`src/rtl/count_pkg.sv`:
```
// Shared types and limits for the count_ctrl counter, its decoder stage and bench.
package count_pkg;

  typedef enum logic {
    STOP = 1'b0,
    RUN  = 1'b1
  } state_t;

  localparam logic [4:0] COUNT_MAX = 5'd19;

  // Returns {wrap, next_count} for a single up or down step over 0..COUNT_MAX.
  function automatic logic [5:0] step_count(input logic [4:0] c, input logic down);
    logic [5:0] r;
    if (down) begin
      r = (c == 5'd0) ? {1'b1, COUNT_MAX} : {1'b0, c - 5'd1};
    end else begin
      r = (c >= COUNT_MAX) ? {1'b1, 5'd0} : {1'b0, c + 5'd1};
    end
    return r;
  endfunction

endpackage

```
`src/rtl/count_ctrl_if.sv`:
```
// Button/switch inputs and counter outputs of count_ctrl, grouped as one bundle.
interface count_ctrl_if;
  logic       btn_start;
  logic       btn_clear;
  logic       dir_down;
  logic [4:0] count;
  logic       running;
  logic       wrap;

  modport master (
    output btn_start, btn_clear, dir_down,
    input  count, running, wrap
  );

  modport slave (
    input  btn_start, btn_clear, dir_down,
    output count, running, wrap
  );
endinterface

```
`src/rtl/btn_debounce.sv`:
```
// Two-flop synchronizer, stability-count debouncer and registered rising-edge pulse.
module btn_debounce #(
  parameter int DEB_CYCLES = 1_000_000
) (
  input  logic clk,
  input  logic rst,
  input  logic raw,
  output logic level,
  output logic rise
);

  localparam int CW = (DEB_CYCLES > 1) ? $clog2(DEB_CYCLES) : 1;
  localparam logic [CW-1:0] STAB_LAST = CW'(DEB_CYCLES - 1);

  logic          meta;
  logic          sync;
  logic [CW-1:0] stab;
  logic          level_q;
  logic          level_d;
  logic          rise_q;

  always_ff @(posedge clk) begin
    if (rst) begin
      meta    <= 1'b0;
      sync    <= 1'b0;
      stab    <= '0;
      level_q <= 1'b0;
      level_d <= 1'b0;
      rise_q  <= 1'b0;
    end else begin
      meta <= raw;
      sync <= meta;
      // Level follows only after DEB_CYCLES consecutive disagreeing samples.
      if (sync != level_q) begin
        if (stab == STAB_LAST) begin
          level_q <= sync;
          stab    <= '0;
        end else begin
          stab <= stab + CW'(1);
        end
      end else begin
        stab <= '0;
      end
      level_d <= level_q;
      rise_q  <= level_q & ~level_d;
    end
  end

  assign level = level_q;
  assign rise  = rise_q;

endmodule

```
`src/rtl/count_ctrl.sv`:
```
// Run/stop 0..19 up/down counter stepped by a TICK_DIV prescaler, with debounced controls.
module count_ctrl #(
  parameter int TICK_DIV   = 50_000_000,
  parameter int DEB_CYCLES = 1_000_000
) (
  input  logic         clk,
  input  logic         rst,
  count_ctrl_if.slave  bus
);

  import count_pkg::*;

  localparam int PW = $clog2(TICK_DIV);
  localparam logic [PW-1:0] PRESC_LAST = PW'(TICK_DIV - 1);

  logic start_level;
  logic start_rise;
  logic clear_level;
  logic clear_rise;
  logic dir_level;
  logic dir_rise;

  btn_debounce #(.DEB_CYCLES(DEB_CYCLES)) u_start (
    .clk   (clk),
    .rst   (rst),
    .raw   (bus.btn_start),
    .level (start_level),
    .rise  (start_rise)
  );

  btn_debounce #(.DEB_CYCLES(DEB_CYCLES)) u_clear (
    .clk   (clk),
    .rst   (rst),
    .raw   (bus.btn_clear),
    .level (clear_level),
    .rise  (clear_rise)
  );

  btn_debounce #(.DEB_CYCLES(DEB_CYCLES)) u_dir (
    .clk   (clk),
    .rst   (rst),
    .raw   (bus.dir_down),
    .level (dir_level),
    .rise  (dir_rise)
  );

  state_t        state_q;
  state_t        state_n;
  logic [PW-1:0] presc_q;
  logic [PW-1:0] presc_n;
  logic [4:0]    count_q;
  logic [4:0]    count_n;
  logic          wrap_q;
  logic          wrap_n;
  logic          running_q;

  always_comb begin
    state_n = state_q;
    presc_n = presc_q;
    count_n = count_q;
    wrap_n  = 1'b0;

    if (state_q == RUN) begin
      if (presc_q == PRESC_LAST) begin
        presc_n           = '0;
        {wrap_n, count_n} = step_count(count_q, dir_level);
      end else begin
        presc_n = presc_q + PW'(1);
      end
    end

    if (start_rise) begin
      state_n = (state_q == RUN) ? STOP : RUN;
    end

    // Clear overrides any step or start toggle landing on the same edge.
    if (clear_rise) begin
      state_n = STOP;
      presc_n = '0;
      count_n = '0;
      wrap_n  = 1'b0;
    end
  end

  always_ff @(posedge clk) begin
    if (rst) begin
      state_q   <= STOP;
      presc_q   <= '0;
      count_q   <= '0;
      wrap_q    <= 1'b0;
      running_q <= 1'b0;
    end else begin
      state_q   <= state_n;
      presc_q   <= presc_n;
      count_q   <= count_n;
      wrap_q    <= wrap_n;
      running_q <= (state_n == RUN);
    end
  end

  assign bus.count   = count_q;
  assign bus.running = running_q;
  assign bus.wrap    = wrap_q;

endmodule

```
`src/flat_wrapper.sv`:
```
// flat-port wrapper written by rule: the top's interface ports become plain ports
module count_ctrl_flat import count_pkg::*;
#(
  parameter int TICK_DIV   = 50_000_000,
  parameter int DEB_CYCLES = 1_000_000
)
  (clk, rst, bus_btn_start, bus_btn_clear, bus_dir_down, bus_count, bus_running, bus_wrap);
  count_ctrl_if bus_i ();
  input  logic clk;
  input  logic rst;
  input wire logic [$bits(bus_i.btn_start)-1:0] bus_btn_start;
  input wire logic [$bits(bus_i.btn_clear)-1:0] bus_btn_clear;
  input wire logic [$bits(bus_i.dir_down)-1:0] bus_dir_down;
  output wire logic [$bits(bus_i.count)-1:0] bus_count;
  output wire logic [$bits(bus_i.running)-1:0] bus_running;
  output wire logic [$bits(bus_i.wrap)-1:0] bus_wrap;
  assign bus_i.btn_start = bus_btn_start;
  assign bus_i.btn_clear = bus_btn_clear;
  assign bus_i.dir_down = bus_dir_down;
  assign bus_count = bus_i.count;
  assign bus_running = bus_i.running;
  assign bus_wrap = bus_i.wrap;
  count_ctrl #(.TICK_DIV(TICK_DIV), .DEB_CYCLES(DEB_CYCLES)) u_core (.clk(clk), .rst(rst), .bus(bus_i));
endmodule
```
`config.mk`:
```
export PLATFORM = sky130hd
export DESIGN_NAME = count_ctrl_flat
export DESIGN_NICKNAME = d
export VERILOG_FILES = /design/src/rtl/count_pkg.sv /design/src/rtl/count_ctrl_if.sv /design/src/rtl/btn_debounce.sv /design/src/rtl/count_ctrl.sv /design/src/flat_wrapper.sv
export SDC_FILE = /design/constraint.sdc
export NUM_CORES = 1
export LEC_CHECK = 0
export CAP_MARGIN = 15
export CORE_MARGIN = 4
export CORE_UTILIZATION = 68
export CTS_CLUSTER_DIAMETER = 40
export DETAILED_ROUTE_END_ITERATION = 7
export DONT_BUFFER_PORTS = 1
export MAX_ROUTING_LAYER = met4
export PLACE_DENSITY = 0.84
export SETUP_SLACK_MARGIN = 0.5
export SKIP_CTS_REPAIR_TIMING = 1
export SLEW_MARGIN = 10
export SYNTH_ARGS = -nofsm -noshare
export SYNTH_HDL_FRONTEND = slang
export SYNTH_SLANG_ARGS = --single-unit
```
`constraint.sdc`:
```
create_clock -name clk -period 4.1 [get_ports clk]
set_input_delay 0.615 -clock clk [delete_from_list [all_inputs] [get_ports clk]]
set_output_delay 0.615 -clock clk [all_outputs]
set_load 0.03 [all_outputs]
```
==> results.py <==
metrics = {
    "drt": {
        "vias": 3592,
        "route.detailed.drc": 0,
        "first_pass_iters": 5,
        "drt-initial-drc-count": 196,
        "post_drt_wl_per_cell_um": 13.6,
        "viasPerCell": 5.86,
        "finalWirelength_um": 8360,
        "ant_nets": 0,
    },
    "synthesis": {
        "synth_edf_count": 0,
        "yosysSeqAreaShare_pct": 45.1,
        "yosysWarnings": 0,
        "synth_most_common_cell": "dfxtp_1",
        "synth.distinct_cells": 43,
        "synth.top_cell.area_share_pct": 45.1,
        "ys_seq_elements": 106,
        "netlist_area_um2": 4700,
        "yosysTopAreaCell": "dfxtp_1",
        "syn_avg_cell_area_um2": 8.79,
        "syn_nets": 548,
        "synthTopCellsByArea": "dfxtp_1 45%, xor2_1 10%, nor2_1 8.2%",
        "postSynthCellCount": 535,
        "ys.flop_type": "dfxtp_1",
        "synth_commonest_cells": "106 x dfxtp_1, 103 x nor2_1, 55 x xor2_1, 37 x nand3_1, 35 x nand2_1",
        "async_flop_share_pct": 0,
    },
    "pwr": {
        "p_leak_nw": 1.66,
        "ir_worst_vdd_uv": 285,
        "p_per_area_nw_per_um2": 332,
    },
    "final_layout": {
        "final_cell_count_no_fill": 613,
        "post-route-util_pct": 72.3,
        "nets": 542,
        "area_delta_synth_final_pct": 3.86,
        "drive_above_1_share_pct": 3.75,
        "antenna_cells": 0,
    },
    "critical_path": {
        "r2r_slack_ns": 1.57,
        "worst-endpoint-arrival_ns": 2.76,
        "path_max_fanout": 22,
        "crit_path_start": "u_core.state_q",
        "worst-path-stages": 5,
        "critPathLaunchType": "flop",
        "crit_buf_inv": 0,
        "cpPeakStageDelay_ns": 0.71,
        "r2r_cells": 5,
        "crit_slowest_cell": "or4_1",
        "crit_required_ns": 4.34,
        "crit_family": "simple AND/OR/NAND/NOR gates",
        "r2r_end": "u_core.presc_q[12]",
        "crit_chain": "and4_2 -> nand2_1 -> or4_1 -> nand2_2 -> nor2_1",
        "end_kind": "flop",
        "crit_path_end": "u_core.presc_q[12]",
        "worstReg2RegStart": "u_core.state_q",
        "crit_type": "reg -> reg",
    },
    "clock_tree": {
        "cts_made_buffers": 9,
        "clock_latency_ns": 0.36,
        "clockBufferDepth": 2,
        "root_buffer": "clkbuf_8",
        "h-tree-depth": 3,
        "cts_tree": "done",
        "cts_sinks": 106,
        "clkTransAtPathRegs_ns": 0.09,
    },
    "sta": {
        "fin_worst_skew_ns": 0.00594,
        "finalSetupTns_ns": 0,
        "rsz0062_at_grt": "false",
        "setup_viol": 0,
        "finalHoldViolCount": 0,
        "fmax_mhz": 396,
        "finalMaxSlewViolations": 0,
        "post-route-period-util_pct": 61.6,
        "post-route-min-period_ns": 2.53,
        "tightest_slew_ns": 0.872,
        "relSlewSlack_pct": 41.4,
    },
    "placement": {
        "place_hpwl_um": 5870,
        "portBuffers": 0,
        "gp_congestion": 0.907,
        "dp_cells": 598,
    },
    "floorplanning": {
        "dieHeight_um": 91.2,
        "die_w_um": 91.2,
        "core-area_um2": 6760,
        "row_count": 30,
        "start_util_pct": 69.6,
        "dieArea_um2": 8310,
        "io_pins": 12,
    },
    "global_route": {
        "grt_pass1_wl_um": 15100,
        "grt_use_total_pct": 22.3,
        "grt_max_degree": 23,
        "antenna_found_initial": 0,
        "overflow": 0,
        "grt_pass1_vias": 3553,
    },
    "min_path": {
        "hp-class": "in -> reg",
    },
    "outcome": {
        "outcome": "finished clean",
    },
    "flow_run": {
        "drv_cap": 0,
    },
}
==> metrics by stage <==
step / power [mW] / setup WS (ns) / area [um^2] / hold slack (ns)
after CTS: 1.64 / 1.54 / 4890 / 0.299
final: 1.62 / 1.57 / 4890 / 0.316
after detailed placement: 1.08 / 1.56 / 4710 / 0.378
after global placement: 1.08 / 1.65 / 4710 / 0.371
after floorplan: 1.08 / 2.02 / 4700 / 0.367
after global routing: 1.69 / 1.38 / 4890 / 0.284
==> where the power goes <==
group / leakage [nW] / switching, mW / internal, mW / total, mW
sequential: 0.855 / 0.00317 / 1.03 / 1.04
clock: 0.0866 / 0.331 / 0.238 / 0.569
combinational: 0.722 / 0.0115 / 0.00491 / 0.0165
total: 1.66 / 0.345 / 1.28 / 1.62
==> registers in the layout, indices dropped and copies added, names as in the netlist <==
register / flops
u_core.u_dir.sync: 1
u_core.u_start.rise: 1
u_core.u_clear.level_d: 1
u_core.state_q: 1
u_core.bus.wrap: 1
u_core.u_dir.stab: 20
u_core.u_dir.level: 1
u_core.presc_q: 26
u_core.u_start.level: 1
u_core.bus.count: 5
u_core.u_clear.sync: 1
u_core.u_dir.meta: 1
u_core.u_start.meta: 1
u_core.u_start.stab: 20
u_core.u_clear.meta: 1
u_core.u_clear.rise: 1
u_core.u_clear.stab: 20
u_core.u_start.level_d: 1
u_core.u_clear.level: 1
u_core.u_start.sync: 1
==> layout by cell type (no fill, tap or decap), types with 10 or more instances in the layout <==
cell type	n
dfxtp_1	106
o21ai_0	11
nor2b_1	11
and4_1	10
nor2_1	103
xor2_1	55
nand2_1	35
nand3_1	37
clkbuf_8	10
xnor2_1	23
nand4_1	25
and3_1	15
==> cell families (layout without fill, tap and decap cells) <==
| logic type | Yosys count | after routing | synth area share [%] |
|---|---|---|---|
| buffers and inverters | 25 | 23 | 2.55 |
| xor gates and xnor gates | 78 | 78 | 14.5 |
| AOI/OAI and AO/OA | 30 | 30 | 4.02 |
| and+or+nand+nor | 282 | 282 | 30.4 |
| DFF | 106 | 106 | 45.1 |
| adders and majority gates | 8 | 8 | 2.13 |
| muxes | 6 | 6 | 1.28 |
==> layer usage <==
layer	GRT usage, %	up-vias	wire length [um]
met5	-	-	0
met4	6.53	0	119
met3	6.30	14	394
met2	37.3	81	4060
met1	26.1	1675	3790
li1	-	1822	-
==> worst min path at each step <==
stage	from	end	slack, ns	cells after the start
2_1_floorplan	u_core.u_clear.level_d	u_core.u_clear.rise	0.37	1
3_3_place_gp	u_core.u_start.level_d	u_core.u_start.rise	0.37	1
3_5_place_dp	u_core.u_start.level_d	u_core.u_start.rise	0.38	1
4_1_cts	rst	u_core.u_start.meta	0.30	1
5_1_grt	rst	u_core.u_start.meta	0.28	1
6_report	rst	u_core.u_clear.meta	0.32	1
==> cell type report <==
class                      count  area [um^2]
multi-input combinational    404         2460
inverter                       8         30.0
tap                           80          100
clock inverter                 3         26.3
sequential                   106         2120
fill                         527         1870
clock buffer                  12          145
Power figures use the tool's default switching activity.
